--- src/rtl/mem_stage_seq.sv ---
// mem_stage_seq
//   Memory-stage sequencer between the ALU->Mem buffer and a 16-bit data
//   memory. Decodes each op into one or two memory accesses and owns the
//   stack pointer. 32-bit PC push/pop is split into two 16-bit accesses.
//   While the first access is issued, o_stall holds the upstream buffers.
//
//   Optional feature macro: SP_BOUNDS_CHECK_EN (stack bound exceptions).
//
// Ports
//   clk, rst          clock, asynchronous active-high reset
//   i_valid, i_flush  op is live / cancel op (only honoured in IDLE)
//   i_op              0 NOP 1 LOAD 2 STORE 3 PUSH16 4 POP16 5 PUSH32 6 POP32
//   i_alu             LOAD/STORE address
//   i_read_data1      STORE/PUSH16 data
//   i_pc              PUSH32 data
//   i_mem_rdata       async memory read data of o_mem_addr
//   o_mem_*           memory address / strobes / write data
//   o_rdata           LOAD/POP16 result
//   o_pc, o_pc_valid  popped PC and its one-cycle qualifier
//   o_stall           hold upstream buffers and PC
//   o_sp              current stack pointer
//   o_stack_exc       stack bound violation (0 unless SP_BOUNDS_CHECK_EN)

module mem_stage_seq #(
    parameter int                ADDR_W      = 12,
    parameter logic [ADDR_W-1:0] SP_RESET    = 12'hFFF,
    parameter logic [ADDR_W-1:0] STACK_LIMIT = 12'h800
) (
    input  logic              clk,
    input  logic              rst,
    input  logic              i_valid,
    input  logic              i_flush,
    input  logic [2:0]        i_op,
    input  logic [15:0]       i_alu,
    input  logic [15:0]       i_read_data1,
    input  logic [31:0]       i_pc,
    input  logic [15:0]       i_mem_rdata,
    output logic [ADDR_W-1:0] o_mem_addr,
    output logic              o_mem_rd,
    output logic              o_mem_wr,
    output logic [15:0]       o_mem_wdata,
    output logic [15:0]       o_rdata,
    output logic [31:0]       o_pc,
    output logic              o_pc_valid,
    output logic              o_stall,
    output logic [ADDR_W-1:0] o_sp,
    output logic              o_stack_exc
);

    localparam logic [2:0] OP_LOAD   = 3'd1;
    localparam logic [2:0] OP_STORE  = 3'd2;
    localparam logic [2:0] OP_PUSH16 = 3'd3;
    localparam logic [2:0] OP_POP16  = 3'd4;
    localparam logic [2:0] OP_PUSH32 = 3'd5;
    localparam logic [2:0] OP_POP32  = 3'd6;

    typedef enum logic {IDLE, SECOND} state_t;

    state_t            state, state_nxt;
    logic [ADDR_W-1:0] sp, sp_nxt;
    logic [15:0]       lo_half, lo_half_nxt;
    logic              op_is_pop, op_is_pop_nxt;

    logic [ADDR_W-1:0] sp_inc, sp_dec;
    logic              push_blk, pop_blk;
    logic              unused_bits;

    assign sp_inc = sp + ADDR_W'(1);
    assign sp_dec = sp - ADDR_W'(1);

`ifdef SP_BOUNDS_CHECK_EN
    assign push_blk = (sp < STACK_LIMIT);
    assign pop_blk  = (sp == SP_RESET);
`else
    assign push_blk = 1'b0;
    assign pop_blk  = 1'b0;
`endif

    assign unused_bits = ^{i_alu, STACK_LIMIT};

    always_ff @(posedge clk or posedge rst) begin
        if (rst) begin
            state     <= IDLE;
            sp        <= SP_RESET;
            lo_half   <= 16'h0;
            op_is_pop <= 1'b0;
        end else begin
            state     <= state_nxt;
            sp        <= sp_nxt;
            lo_half   <= lo_half_nxt;
            op_is_pop <= op_is_pop_nxt;
        end
    end

    always_comb begin
        state_nxt     = state;
        sp_nxt        = sp;
        lo_half_nxt   = lo_half;
        op_is_pop_nxt = op_is_pop;
        o_mem_addr    = '0;
        o_mem_rd      = 1'b0;
        o_mem_wr      = 1'b0;
        o_mem_wdata   = 16'h0;
        o_rdata       = 16'h0;
        o_pc          = 32'h0;
        o_pc_valid    = 1'b0;
        o_stall       = 1'b0;
        o_stack_exc   = 1'b0;

        // rst gates the decode so every output is quiet while reset is held,
        // even if the upstream buffer still presents a live op.
        if (!rst) begin
            case (state)
                IDLE: begin
                    if (i_valid && !i_flush) begin
                        case (i_op)
                            OP_LOAD: begin
                                o_mem_rd   = 1'b1;
                                o_mem_addr = i_alu[ADDR_W-1:0];
                                o_rdata    = i_mem_rdata;
                            end
                            OP_STORE: begin
                                o_mem_wr    = 1'b1;
                                o_mem_addr  = i_alu[ADDR_W-1:0];
                                o_mem_wdata = i_read_data1;
                            end
                            OP_PUSH16, OP_PUSH32: begin
                                if (push_blk) begin
                                    // blocked first half stays in IDLE
                                    o_stack_exc = 1'b1;
                                end else begin
                                    o_mem_wr    = 1'b1;
                                    o_mem_addr  = sp;
                                    o_mem_wdata = (i_op == OP_PUSH32) ? i_pc[31:16]
                                                                      : i_read_data1;
                                    sp_nxt      = sp_dec;
                                    if (i_op == OP_PUSH32) begin
                                        state_nxt     = SECOND;
                                        op_is_pop_nxt = 1'b0;
                                        o_stall       = 1'b1;
                                    end
                                end
                            end
                            OP_POP16, OP_POP32: begin
                                o_mem_rd   = 1'b1;
                                o_mem_addr = sp_inc;
                                if (i_op == OP_POP16)
                                    o_rdata = i_mem_rdata;
                                if (pop_blk) begin
                                    o_stack_exc = 1'b1;
                                end else begin
                                    sp_nxt = sp_inc;
                                    if (i_op == OP_POP32) begin
                                        // low half sits nearer the top of stack
                                        lo_half_nxt   = i_mem_rdata;
                                        state_nxt     = SECOND;
                                        op_is_pop_nxt = 1'b1;
                                        o_stall       = 1'b1;
                                    end
                                end
                            end
                            default: ;
                        endcase
                    end
                end
                SECOND: begin
                    // upstream is frozen; valid/flush are ignored here
                    state_nxt = IDLE;
                    if (op_is_pop) begin
                        o_mem_rd   = 1'b1;
                        o_mem_addr = sp_inc;
                        o_pc       = {i_mem_rdata, lo_half};
                        o_pc_valid = 1'b1;
                        if (pop_blk)
                            o_stack_exc = 1'b1;
                        else
                            sp_nxt = sp_inc;
                    end else begin
                        if (push_blk) begin
                            o_stack_exc = 1'b1;
                        end else begin
                            o_mem_wr    = 1'b1;
                            o_mem_addr  = sp;
                            o_mem_wdata = i_pc[15:0];
                            sp_nxt      = sp_dec;
                        end
                    end
                end
                default: state_nxt = IDLE;
            endcase
        end
    end

    assign o_sp = sp;

endmodule

--- config.mk ---
export PLATFORM = sky130hd
export DESIGN_NAME = mem_stage_seq
export DESIGN_NICKNAME = d
export VERILOG_FILES = /design/src/rtl/mem_stage_seq.sv
export SDC_FILE = /design/constraint.sdc
export NUM_CORES = 1
export LEC_CHECK = 0
export ABC_CLOCK_PERIOD_IN_PS = 6800
export BUFFER_PORTS_ARGS = -buffer_cell sky130_fd_sc_hd__buf_2
export CAP_MARGIN = 20
export CORE_UTILIZATION = 45
export DETAILED_ROUTE_END_ITERATION = 12
export PLACE_DENSITY_LB_ADDON = 0.08
export REMOVE_ABC_BUFFERS = 1
export SYNTH_ARGS = -nofsm -noshare
export SYNTH_HDL_FRONTEND = slang
export SYNTH_SLANG_ARGS = --single-unit
--- constraint.sdc ---
create_clock -name clk -period 6.8 [get_ports clk]
set_clock_uncertainty 0.2 [all_clocks]
set_input_delay 1.36 -clock clk [delete_from_list [all_inputs] [get_ports clk]]
set_output_delay 1.36 -clock clk [all_outputs]
set_load 0.005 [all_outputs]
Word-level counts from Yosys, hierarchy flattened
Cells that the tools add are included.

Register bits after elaboration: 30. Bits of input ports: 87. Output and inout bits: 93. Word-level logic and storage cells: 74.

Add/subtract/negate cells: 2. Eq/ne operators: 10. Multiplexer cells: 45. Bitwise logic cells: 2. Reduce and logical (&&, ||, !) cells: 11.

Operators by type and width (number): $mux 16 (8); $mux 32 (3); $pmux 16 s2 (3); $pmux 12 s2 (3); $mux 12 (5); $pmux 12 s3 (1); $mux 1 (17); $add 12x1->12 const B (1); $sub 12x1->12 const B (1); $pmux 1 s2 (5); $eq 3x3->1 const B (3); $eq 3x2->1 const B (2); $ne 2x2->1 const B (3); $reduce_and 6->1 (1); $reduce_or 2->1 (3); $reduce_or 3->1 (2); $reduce_and 5->1 (1); $eq 3x1->1 const B (1); $ne 3x1->1 const B (1); $reduce_and 3->1 (1); $not 1->1 (2); $reduce_bool 2->1 (1); $logic_and 1x1->1 (1); $logic_not 1->1 (1).

Depth between registers and ports, before layout
Depth in word-level cells: 6. Mapped depth: 9. Gate-level depth less buffers: 7.

Worst setup path after synthesis
No wires, ideal clock.

Path type: input port to output port. Start: input rst. End: output o_rdata[10]. Arrival: 3.092 ns. Required time: 5.240 ns. Setup slack: 2.148 ns. Stages on the path: 7. Path buffers: 3. Cell sequence: buf_4 inv_1 and2_1 buf_4 and3_1 clkbuf_1 and2_1.

Cells in the longest elaborated chain, start to end: 1.

Ends and longest elaborated chain: start: declaration (line 30) `input logic rst,`; $mux 16 (line 112) `if (!rst) begin`; end: declaration (line 42) `output logic [15:0] o_rdata,`.

No other way between the ends.

Worst setup path in the final report
Start: input i_op[0]. End: output o_mem_wr.

Cells in the longest elaborated chain, start to end: 6. Elaborated cells between the ends (all ways): 8. Those cells by class: 3 x eq/ne; 4 x mux; 1 x reduce/logical.

Ends and longest elaborated chain: start: declaration (line 33) `input logic [2:0] i_op,`; $eq 3x3->1 / $eq 3x2->1 (equally long branches) (line 116) `case (i_op)`; $reduce_or 3->1 (no source line) *; $mux 1 *; $mux 1 * (line 115) `if (i_valid && !i_flush) begin`; $pmux 1 s2 * (line 113) `case (state)`; $mux 1 * (line 112); end: declaration (line 40) `output logic o_mem_wr,`.

Every way passes the cells marked *; elsewhere a longest branch is shown, timed or not.

==> impl_metrics.prom <==
# TYPE chip_impl_metric gauge
chip_impl_info{name="status",value="completed"} 1
chip_impl_metric{name="initial_core_util",unit="%"} 46.3
chip_impl_metric{name="overall_via_count_from_detail_route",unit=""} 3504
chip_impl_info{name="cts_root_buf",value="clkbuf_8"} 1
chip_impl_metric{name="yosysSeqAreaShare",unit="%"} 24.5
chip_impl_metric{name="max-vdd-ir-drop",unit="mV"} 0.169
chip_impl_metric{name="dp.final_hpwl",unit="mm"} 7.25
chip_impl_metric{name="routed_via_density",unit=""} 5.63
chip_impl_metric{name="ys_ff_latch",unit=""} 30
chip_impl_metric{name="numPortBuffers",unit=""} 174
chip_impl_metric{name="final.setup.tns",unit="ns"} 0
chip_impl_metric{name="place.gp.congestion",unit=""} 0.845
chip_impl_metric{name="cts-hold-fix-buffers",unit=""} 0
chip_impl_metric{name="timing.hold.ws",unit="ns"} 0.274
chip_impl_metric{name="number_of_enable_type_register_cells_in_the_synthesized_netlist",unit=""} 0
chip_impl_metric{name="cts-root-to-sink-buffers",unit=""} 2
chip_impl_metric{name="crit_arrival",unit="ns"} 3.66
chip_impl_metric{name="htreeDepth",unit=""} 2
chip_impl_metric{name="design.die.area",unit="mm2"} 0.00728
chip_impl_metric{name="slew_of_the_pin_with_the_lowest_slew_margin",unit="ns"} 1.04
chip_impl_metric{name="synthesis.area",unit="mm2"} 0.00313
chip_impl_info{name="worst_setup_path_end_kind",value="output port"} 1
chip_impl_info{name="synth_ff_type",value="dfrtp_1"} 1
chip_impl_metric{name="fp-row-count",unit=""} 30
chip_impl_metric{name="power.switching_fraction",unit="%"} 41.4
chip_impl_metric{name="gr-usage-all-layers",unit="%"} 26.3
chip_impl_metric{name="report.final.setup_viol",unit=""} 0
chip_impl_metric{name="resized_gates_after_cts",unit=""} 0
chip_impl_metric{name="postSynth.asyncResetShare",unit="%"} 100
chip_impl_metric{name="dr.first_iter.drc_count",unit=""} 266
chip_impl_info{name="cp-start-kind",value="input pin"} 1
chip_impl_metric{name="post_synth_num_cell_types",unit=""} 53
chip_impl_metric{name="grt-ovfl-total",unit=""} 0
chip_impl_metric{name="fin_nets",unit=""} 630
chip_impl_metric{name="grt_start_max_net_pins",unit=""} 34
chip_impl_metric{name="power.static_leakage",unit="nW"} 1.99
chip_impl_metric{name="finalHoldViolCount",unit=""} 0
chip_impl_metric{name="antenna_found_initial",unit=""} 0
chip_impl_metric{name="synthesis_warnings",unit=""} 0
chip_impl_metric{name="met3WireLength",unit="um"} 529
chip_impl_metric{name="cts-buffers-inserted",unit=""} 5
chip_impl_info{name="most_common_cell_after_layout_fill_and_taps_aside",value="buf_2"} 1
chip_impl_metric{name="grt_first_pass_wirelength",unit="mm"} 15.4
chip_impl_metric{name="layout-drive-gt1-share",unit="%"} 37.8
chip_impl_metric{name="critical_path_peak_fanout",unit=""} 24
chip_impl_metric{name="die_height",unit="um"} 85.3
chip_impl_info{name="grt_setup_unrepaired",value="false"} 1
chip_impl_metric{name="syn_area_per_cell",unit="um2"} 7.89
chip_impl_info{name="hold_path_class",value="register to register"} 1
chip_impl_info{name="uppermost_layer_routed",value="met4"} 1
chip_impl_metric{name="power-per-cell-area",unit="mW/mm2"} 211
chip_impl_info{name="layout_common_cells",value="buf_2, and2_1, nand2_1, o21ai_1, a21oi_1"} 1
chip_impl_metric{name="io-pin-count",unit=""} 180
chip_impl_metric{name="worst_setup_hold_path_clk_slew",unit="ns"} 0.06
chip_impl_metric{name="route.detailed.drc",unit=""} 0
chip_impl_metric{name="die_width",unit="um"} 85.3
chip_impl_metric{name="cap_viol_max_count",unit=""} 0
chip_impl_metric{name="worstSkewPairLatency",unit="ns"} 0.28
chip_impl_metric{name="p_comb_share",unit="%"} 38.0
chip_impl_metric{name="drt-pass1-iter-count",unit=""} 4
chip_impl_metric{name="vias_in_the_first_global_route",unit=""} 3104
chip_impl_metric{name="detail_route.wirelength.met1",unit="mm"} 4.15
chip_impl_metric{name="postSynthCellCount",unit=""} 396
chip_impl_info{name="setup_cp_type",value="input pin to output port"} 1
chip_impl_metric{name="core_region_area",unit="mm2"} 0.00676
chip_impl_metric{name="worst_ep_required_time",unit="ns"} 5.24
chip_impl_metric{name="totalWireLength",unit="mm"} 9.75
chip_impl_metric{name="fin_crit_sh",unit="%"} 76.8
chip_impl_metric{name="clock.fmax",unit="MHz"} 191
chip_impl_metric{name="slew_headroom",unit="%"} 30.4
chip_impl_metric{name="tritoncts_num_sinks",unit=""} 30
chip_impl_metric{name="clk_pwr_share",unit="%"} 18.0
chip_impl_metric{name="drtAntennaViolNets",unit=""} 0
chip_impl_info{name="tritoncts_clock_tree",value="built"} 1
chip_impl_metric{name="n_antenna_cell",unit=""} 0
chip_impl_metric{name="routed-wl-met2",unit="mm"} 4.98
chip_impl_metric{name="intPower",unit="W"} 0.000496
chip_impl_metric{name="seqPwrFrac",unit="%"} 44.0
chip_impl_metric{name="final.min_clock_period",unit="ns"} 5.22
chip_impl_metric{name="drt-wirelength-per-cell",unit="um"} 15.7
chip_impl_metric{name="post-cts-setup-buffers",unit=""} 0
chip_impl_metric{name="power.switching",unit="W"} 0.000351
chip_impl_metric{name="finalMaxSlewViolations",unit=""} 0
chip_impl_metric{name="flow.area_growth_from_synthesis",unit="%"} 28.6
[cell usage after synthesis (4+ instances only)]
master    number  share of area, %
nor3_1         5              0.80
a22o_1        11               3.1
nor3b_1        4              0.96
nand2_1       36               4.3
nor2b_1        7               1.4
nand3_1        9               1.4
a22oi_1       17               4.1
xor2_1         9               2.5
nand4_1        4              0.80
inv_1          4              0.48
o21ai_1       24               3.8
o21ai_0        9               1.4
clkbuf_1      18               2.2
nor4_1         5               1.0
xnor2_1       17               4.8
o221ai_1       4               1.1
a21oi_1       19               3.0
buf_4          5               1.2
mux2_1        16               5.8
dfrtp_1       18                14
and2_1        51                10
a221o_1        8               2.6
a211oi_1       5               1.2
dfstp_2       12                10
and3_1         8               1.6
nor2_1        16               1.9
buf_2         14               2.2
[final cells by class]
type	instances	area (um2)
Multi-Input combinational cell	322	2140
Fill cell	655	2740
Sequential cell	30	766
Inverter	4	15.0
Timing Repair Buffer	178	901
Clock inverter	2	12.5
Clock buffer	6	82.6
Tap cell	80	100
[power groups by stage]
stage	clock network (W)	logic, W	registers [W]
2_1_floorplan	0	0.000211	0.000338
3_3_place_gp	0	0.000316	0.000370
3_5_place_dp	0	0.000322	0.000372
4_1_cts	0.000156	0.000324	0.000369
5_1_grt	0.000164	0.000362	0.000383
6_report	0.000153	0.000322	0.000373
[per-stage QoR]
stage	worst slack (ns)	cells	utilization (%)	instance area [um2]	total power (W)
6_report	1.58	622	59.5	4020	0.000848
5_1_grt	1.39	622	59.5	4020	0.000908
4_1_cts	1.57	622	59.5	4020	0.000849
3_5_place_dp	1.58	614	58.1	3920	0.000694
3_3_place_gp	1.61	614	58.1	3920	0.000686
2_1_floorplan	2.13	356	-	2920	0.000549
[flip-flops by register name (all words and copies together), names as in the netlist]
| register | flops |
|---|---|
| lo_half | 16 |
| o_sp | 12 |
| state | 1 |
| op_is_pop | 1 |
[final timing paths]
path / end / start / cells after the start / slack (ns)
max: o_mem_wr / i_op[0] / 6 / 1.58
min: lo_half[6] / lo_half[6] / 1 / 0.27
max reg2reg: lo_half[9] / state / 5 / 4.11
min reg2reg: lo_half[6] / lo_half[6] / 1 / 0.27
max in group asynchronous: o_sp[5] / rst / 3 / 5.01
min in group asynchronous: lo_half[10] / rst / 3 / 1.07
[kinds of logic after synthesis]
kind of cell / count (synthesis) / share of synthesized area [%]
simple gates: 158 / 28.3
other cells: 1 / 0.120
fa+ha+maj: 2 / 0.801
xor+xnor: 27 / 7.81
buf+inv: 44 / 6.97
compound gates: 118 / 25.8
mux: 16 / 5.76
flops: 30 / 24.5
[critical path, stage by stage]
cell and delay [ns]:
buf_2 0.36, nor2b_1 0.48, and2_1 0.73, o21ai_2 0.35
o21ai_0 0.21, buf_2 0.17
[metal layers]
layer | vias up | global-route usage (%)
li1 | 1719 | -
met1 | 1662 | 33.1
met2 | 113 | 47.8
met3 | 10 | 3.89
met4 | 0 | 5.45
met5 | - | 0
Note: power is estimated with default switching activity, not from simulation.
